--- config.mk ---
export PLATFORM = sky130hd
export DESIGN_NAME = get_negedge
export DESIGN_NICKNAME = d
export VERILOG_FILES = /design/src/rtl/get_negedge.sv
export SDC_FILE = /design/constraint.sdc
export NUM_CORES = 1
export LEC_CHECK = 0
export ABC_AREA = 0
export CAP_MARGIN = 10
export CORE_AREA = 2 2 39 41
export CTS_CLUSTER_DIAMETER = 50
export DETAILED_ROUTE_END_ITERATION = 7
export DIE_AREA = 0 0 41 43
export GPL_TIMING_DRIVEN = 0
export PLACE_DENSITY = 0.46
export SYNTH_ARGS = -nofsm -noshare
export SYNTH_HDL_FRONTEND = slang
export SYNTH_SLANG_ARGS = --single-unit
--- constraint.sdc ---
create_clock -name clk -period 0.95 [get_ports clk]
set_input_delay 0.19 -clock clk [delete_from_list [all_inputs] [get_ports clk]]
set_output_delay 0.19 -clock clk [all_outputs]
set_load 0.01 [all_outputs]
--- src/rtl/get_negedge.sv ---
// Falling-edge detector for a slow asynchronous input: synchroniser, stability filter, one-cycle pulse.
// Optional RISING_EDGE_EN adds a `rising` pulse output for filtered 0->1 transitions.
module get_negedge #(
  parameter int   SYNC_STAGES = 2,
  parameter int   FILTER_LEN  = 4,
  parameter logic RESET_LEVEL = 1'b1
) (
  input  logic clk,
  input  logic rst,
  input  logic in_sig,
  output logic falling,
  output logic level
`ifdef RISING_EDGE_EN
  ,
  output logic rising
`endif
);

  localparam int CNT_W = (FILTER_LEN > 1) ? $clog2(FILTER_LEN) : 1;
  localparam logic [CNT_W-1:0] CNT_LAST = CNT_W'(FILTER_LEN - 1);

  if (SYNC_STAGES < 2) begin : g_bad_sync
    $error("get_negedge: SYNC_STAGES must be 2 or more");
  end
  if (FILTER_LEN < 1) begin : g_bad_filt
    $error("get_negedge: FILTER_LEN must be 1 or more");
  end

  logic [SYNC_STAGES-1:0] s;
  logic                   sync_out;
  logic                   filt;
  logic [CNT_W-1:0]       cnt;

  assign sync_out = s[SYNC_STAGES-1];
  assign level    = filt;

  // NOTE: the synchroniser chain is reset to RESET_LEVEL as well, otherwise
  // stale stages could present a false transition right after reset release.
  always_ff @(posedge clk or posedge rst) begin
    if (rst) begin
      s <= {SYNC_STAGES{RESET_LEVEL}};
    end else begin
      // NOTE: non-blocking so every stage samples its predecessor's old value.
      s <= {s[SYNC_STAGES-2:0], in_sig};
    end
  end

  // A new synchronised level is accepted only after it persists FILTER_LEN edges;
  // any return to the accepted level restarts the count.
  always_ff @(posedge clk or posedge rst) begin
    if (rst) begin
      filt    <= RESET_LEVEL;
      cnt     <= '0;
      falling <= 1'b0;
`ifdef RISING_EDGE_EN
      rising  <= 1'b0;
`endif
    end else if (sync_out == filt) begin
      cnt     <= '0;
      falling <= 1'b0;
`ifdef RISING_EDGE_EN
      rising  <= 1'b0;
`endif
    end else if (cnt == CNT_LAST) begin
      filt    <= sync_out;
      cnt     <= '0;
      falling <= ~sync_out;
`ifdef RISING_EDGE_EN
      rising  <= sync_out;
`endif
    end else begin
      cnt     <= cnt + 1'b1;
      falling <= 1'b0;
`ifdef RISING_EDGE_EN
      rising  <= 1'b0;
`endif
    end
  end

endmodule

# Word level (Yosys, flattened, before mapping)
# Index checks and enable logic that the tools add are counted.
# totals
register_bits,6
word_cells,14
in_bits,3
out_inout_bits,2
# classes
eq_ne,2
muxes,4
bitwise_logic,2
add_sub_neg,1
reduce_logical,1
# ops
operator,count
$mux W2,2
$add A2 B1 Y2 const B,1
$eq A2 B2 Y1 const B,1
$mux W1,2
$not A1 Y1,2
$reduce_and A2 Y1,1
$eq A1 B1 Y1,1

# Longest topological paths before layout
# Gate-level depths: netlist (run 1).
# logic_depth
depth_word,3
depth_mapped,2
mapped_depth_nobuf,2

# Worst setup path after synthesis (run 1)
# OpenSTA, ideal clock, no wires.
# synth_timing
path_type,register -> register
startpoint,reg cnt[0]
endpoint,reg filt (netlist: level)
t_required_ns,0.865
slack_ns,-0.032
path_stages_with_launch,3
arrival_ns,0.897
synth_period_minus_slack_ns,0.982
path_cell_list,dfrtp_1 > ha_1 > mux2_1
# synth_between
elab_chain_cells,2
# synth_lines
element,line,rtl
start: declaration,32,logic [CNT_W-1:0] cnt;
start signal: assignment,72,cnt <= cnt + 1'b1;
$eq A2 B2 Y1,64,end else if (cnt == CNT_LAST) begin
$reduce_and A2 Y1 (no source line),-,
end signal: assignment,65,filt <= sync_out;
end: declaration,31,logic filt;
# No other way between the ends.
# A chain may end at the register's enable or synchronous reset.

# Worst setup path in the final report (run 1)
# layout_timing
startpoint,reg filt (netlist: level)
endpoint,out level
# layout_lines
element,line,rtl
end: declaration,12,output logic level
# No word-level cell between the ends.

==> results of run 1 <==
cells in the final DEF (no fill, tap or decap):
cell type,instances
clkbuf_4,3
dfrtp_1,3
dfstp_2,3
buf_4,3
clkdlybuf4s50_1,2
xnor2_2,1
nor3_2,1
nor2b_1,1
and3b_2,1
inv_1,1
mux2_4,1
ha_4,1
clkbuf_1,1
buf_2,1
buf_6,1
timing repair:
action / 4_1_cts / 5_1_grt
cloned: 0 / 0
buffers inserted: 3 / 0
pin swaps: 1 / 2
endpoints found under the hold margin: 0 / 0
endpoints found under the setup margin: 3 / 4
resized for setup: 12 / 0
power groups by stage:
stage / clock (W) / combinational, W / sequential (W)
after floorplan: 0 / 0.000108 / 0.000393
after global placement: 0 / 0.000189 / 0.000385
after detailed placement: 0 / 0.000194 / 0.000393
after CTS: 0.000270 / 0.000337 / 0.000389
after global routing: 0.000296 / 0.000365 / 0.000391
final: 0.000252 / 0.000332 / 0.000387
flip-flops by register name, summed over array words and instances, names as in the netlist:
register,count
cnt,2
level,1
s,2
falling,1
layout make-up:
type | instances | share of cell area (%)
multi-input combinational | 6 | 23.9
timing repair buffer | 7 | 17.0
inverter | 1 | 1.09
sequential | 6 | 44.6
tap | 16 | 5.80
clock buffer | 4 | 7.61
worst max-delay path by stage:
stage	slack (ps)	from	end
after floorplan	3	cnt[0]	level
after global placement	-310	level	level
after detailed placement	-320	level	level
after CTS	-120	level	level
after global routing	-140	level	level
final	-110	level	level
per-stage QoR:
stage               setup slack [ps]  instances  utilization [%]
floorplan                       3.35         13                -
global route                    -139         40             25.0
global placement                -309         33             20.2
finish                          -106         40             25.0
CTS                             -120         40             25.0
detailed placement              -318         33             20.2
kinds of logic after synthesis:
family | synth area share (%)
adder cells (fa/ha/maj) | 5.78
flip-flops | 71.1
AND/OR/NAND/NOR | 12.1
XOR/XNOR | 4.05
multiplexers | 5.20
buffers and inverters | 1.73
routing by layer:
| layer | routed length (microns) | GRT usage, % |
|---|---|---|
| met1 | 114 | 5.88 |
| met3 | 29 | 4.71 |
| met5 | 0 | 0 |
| met4 | 0 | 6.00 |
| met2 | 179 | 5.94 |
==> out/metrics.csv, run 1 <==
metric;value;unit
path_clk_slew;50;ps
fin_area;345;sq um
clock-sinks;6;
multi_input_comb_area;82.6;sq um
grt_use_total;5.55;%
p_switching;0.000253;W
fillers;146;
hp-class;in -> async;
area_growth;59.5;%
drc;0;
routed_via_density;3.40;
insertion_delay;240;ps
placed_area;279;sq um
grt_pass1_wl;552;microns
overflow;0;
fin_skew;6.09;ps
setup_viol;2;
critPathMaxStageDelay;530;ps
slowest_stage;dfstp_2;
synth-async-reset-ratio;100;%
synth_nets;17;
synth-edff-count;0;
final_antenna_net_count;0;
synth_top_area_cell;dfstp_2;
worst_slew_pin_slew;235;ps
fp.dieW;41;microns
final_layout_size_suffix_gt1_share;66.7;%
synth_cell_type_count;9;
r2r-end;cnt[1];
power.total;0.000971;W
gp_congestion;0.530;
fin_crit_sh;111;%
grt_pass1_vias;134;
drtPass1Iterations;1;
internal_power;0.000718;W
worstPathCellList;buf_6;
nets;29;
worstSetupStartpointType;register;
diodes;0;
row_count;14;
synth_top_area_share;36.4;%
max_freq;947;MHz
crit_type;reg -> out;
combPwrFrac;34.2;%
syn-mean-instance-area;16.7;sq um
worstPathRequired;760;ps
path_delay_family;flip-flops;
cp.arrival;870;ps
crit_path_end_kind;primary output;
hold_viol;0;
status;finished with violations;
totalWireLength;324;microns
initial_core_util;15.6;%
core_region_area;1380;sq um
slew_viol_final;0;
setup_ws;-106;ps
leakage;0.161;nW
wl_per_cell;8.10;microns
root_buffer;clkbuf_4;
cts_tree;built;
syn_inst;13;
ff2ff_setup_slack;-10;ps
critPathMaxFanout;2;
cts_buffers;3;
switching_share;26.1;%
antenna_found_initial;0;
htree_num_levels;1;
r2r-start;level;
tns;-118;ps
violations;setup timing;
chipHeight;43;microns
clock_path_buffers;2;
clock_power_share;25.9;%
powerDensity;2810;nW/um^2
crit_cells;1;
floorplan.die_area;1760;sq um
holdBufCountCts;0;
cap_violations;0;
rsz0062_at_grt;yes;
io_buffers;4;
ys_seq_elements;6;
vdd_ir_drop_max;0.759;mV
ys_seq_area_share;71.1;%
ff_latch_area;154;sq um
synth_top_cells_by_area;dfstp_2 36%, dfrtp_1 35%, ha_1 5.8%, mux2_1 5.2%, and3b_2 4.6%;
worst-path-buf-inv;1;
num_vias;136;
max-slew-margin-rel;84.3;%
p_seq_share;39.9;%
grt_max_degree;7;
whs;158;ps
yosys-top-cells-count;3 x dfrtp_1, 3 x dfstp_2;
fin_crit;1060;ps
r2r_cells;3;
synth_area;216;sq um
io_pins;5;
synth_ff_type;dfstp_2;
ys_warn_count;0;
drt-initial-drc-count;0;
Power figures use the tool's default switching activity.
==> inputs of run 2 (changes only) <==
- GPL_ROUTABILITY_DRIVEN: default -> 0
==> results of run 2 <==
Same layout as run 1: the final DEF is identical, and so are final timing and power.
==> inputs of run 3 (changes only) <==
- CTS_BUF_LIST: default -> sky130_fd_sc_hd__clkbuf_16
==> run 3 against run 2 <==
The flow still finishes with violations (setup timing); combinational power grew 14%; critical path depth is the same; fmax grew 1.5%; via count shrank 0.74%; clock skew shrank 2.3 ps; non-clock buffer count is the same; clock power grew to 2.7 times the previous value; sequential share of layout area shrank 7.0 points; largest cell class unchanged; largest power group is now clock; highest routed layer unchanged.
==> out/metrics.csv, run 3 (synthesis results as in run 1) <==
metric;value;unit
status;finished with violations;
violations;setup timing;
io_buffers;4;
num_vias;135;
grt_most_used_layer;met2;
cts_buffers;3;
fin_crit;1040;ps
initial_core_util;15.6;%
powerDensity;3550;nW/um^2
diodes;0;
drt-initial-drc-count;0;
path_clk_slew;40;ps
wl_per_cell;9.05;microns
power.total;0.00145;W
vdd_ir_drop_max;0.894;mV
layout.cells.non_filler;40;
drtPass1Iterations;1;
tns;-124;ps
slowest_stage;dfstp_2;
totalWireLength;362;microns
slew_viol_final;0;
drc;0;
fp.dieW;41;microns
worst_slew_pin_slew;240;ps
insertion_delay;230;ps
hold_viol;0;
holdBufCountCts;0;
overflow;0;
root_buffer;clkbuf_16;
worstPathCellList;buf_6;
final_cell_mix;3 x clkbuf_16, 3 x dfrtp_1, 3 x dfstp_2, 3 x buf_4;
grt_pass1_vias;152;
floorplan.die_area;1760;sq um
io_pins;5;
grt_use_total;5.85;%
rsz0062_at_grt;yes;
crit_path_end_kind;primary output;
r2r-start;level;
gr-usage-met2;7.50;%
routed_via_density;3.38;
clock-sinks;6;
fin_crit_sh;110;%
hp-class;in -> async;
antenna_found_initial;0;
fillers;139;
max_freq;961;MHz
setup_ws;-90.8;ps
crit_type;reg -> out;
worstSetupStartpointType;register;
nets;29;
max-slew-margin-rel;84.0;%
ff_latch_area;154;sq um
critPathMaxStageDelay;530;ps
fin_area;409;sq um
cp.arrival;850;ps
row_count;14;
critPathMaxFanout;2;
use_met1;6.21;%
path_delay_family;flip-flops;
area_growth;89.0;%
chipHeight;43;microns
final_layout_size_suffix_gt1_share;66.7;%
multi_input_comb_area;93.8;sq um
placed_area;279;sq um
cts_tree;built;
htree_num_levels;1;
clock_path_buffers;2;
worstPathRequired;760;ps
worst-path-buf-inv;1;
final_antenna_net_count;0;
fin_skew;3.76;ps
final_util;29.6;%
reg_top3;cnt x2, s x2;
dp_cells;33;
core_region_area;1380;sq um
grt_max_degree;7;
cap_violations;0;
grt_pass1_wl;607;microns
crit_path_start;level;
use_met3;3.14;%
leakage;0.190;nW
setup_viol;3;
==> run 3: changes by cell type in the layout (fill, tap and decap cells not counted) <==
| cell | before | now |
|---|---|---|
| clkbuf_1 | 1 | 0 |
| inv_1 | 1 | 2 |
| xnor2_4 | 0 | 1 |
| clkbuf_4 | 3 | 0 |
| clkbuf_16 | 0 | 3 |
| xnor2_2 | 1 | 0 |
==> run 3: path summary, 6_finish.rpt <==
path | endpoint | slack, ps | depth (start not counted)
setup reg to reg | cnt[1] | -20 | 3
min in group clk | s[1] | 360 | 0
setup / recovery | level | -90 | 1
max in group asynchronous | level | 510 | 2
hold / removal | cnt[1] | 180 | 2
hold reg to reg | s[1] | 360 | 0
==> run 3: per-stage QoR <==
step / setup slack (ps) / hold WS, ps
after floorplan: 3.35 / -21.2
after global placement: -309 / 347
after detailed placement: -318 / 354
after CTS: -97.4 / 178
after global routing: -111 / 226
final: -90.8 / 178
==> run 3: cell type report <==
class / count / area share [%]
Multi-Input combinational cell: 6 / 22.9
Clock buffer: 3 / 18.3
Clock inverter: 1 / 0.917
Sequential cell: 6 / 37.6
Timing Repair Buffer: 7 / 14.4
Inverter: 1 / 0.917
Tap cell: 16 / 4.89
==> run 3: power by group <==
part | switching [W] | internal, W
logic | 0.000130 | 0.000248
clock network | 0.000141 | 0.000545
registers | 0.0000490 | 0.000340
total | 0.000320 | 0.00113
==> run 3: repair_timing <==
| item | 4_1_cts | 5_1_grt |
|---|---|---|
| pin swaps | 1 | 0 |
| resized for setup | 12 | 1 |
| setup buffers | 3 | 0 |
| endpoints found under the setup margin | 3 | 4 |
| cloned | 0 | 0 |
==> run 3: metal layers <==
metal | wire length [microns] | vias to the layer above | part of all wire (%)
met4 | 0 | 0 | 0
met2 | 201 | 5 | 56
met3 | 23 | 0 | 6.4
met5 | 0 | - | 0
li1 | - | 63 | -
met1 | 138 | 67 | 38
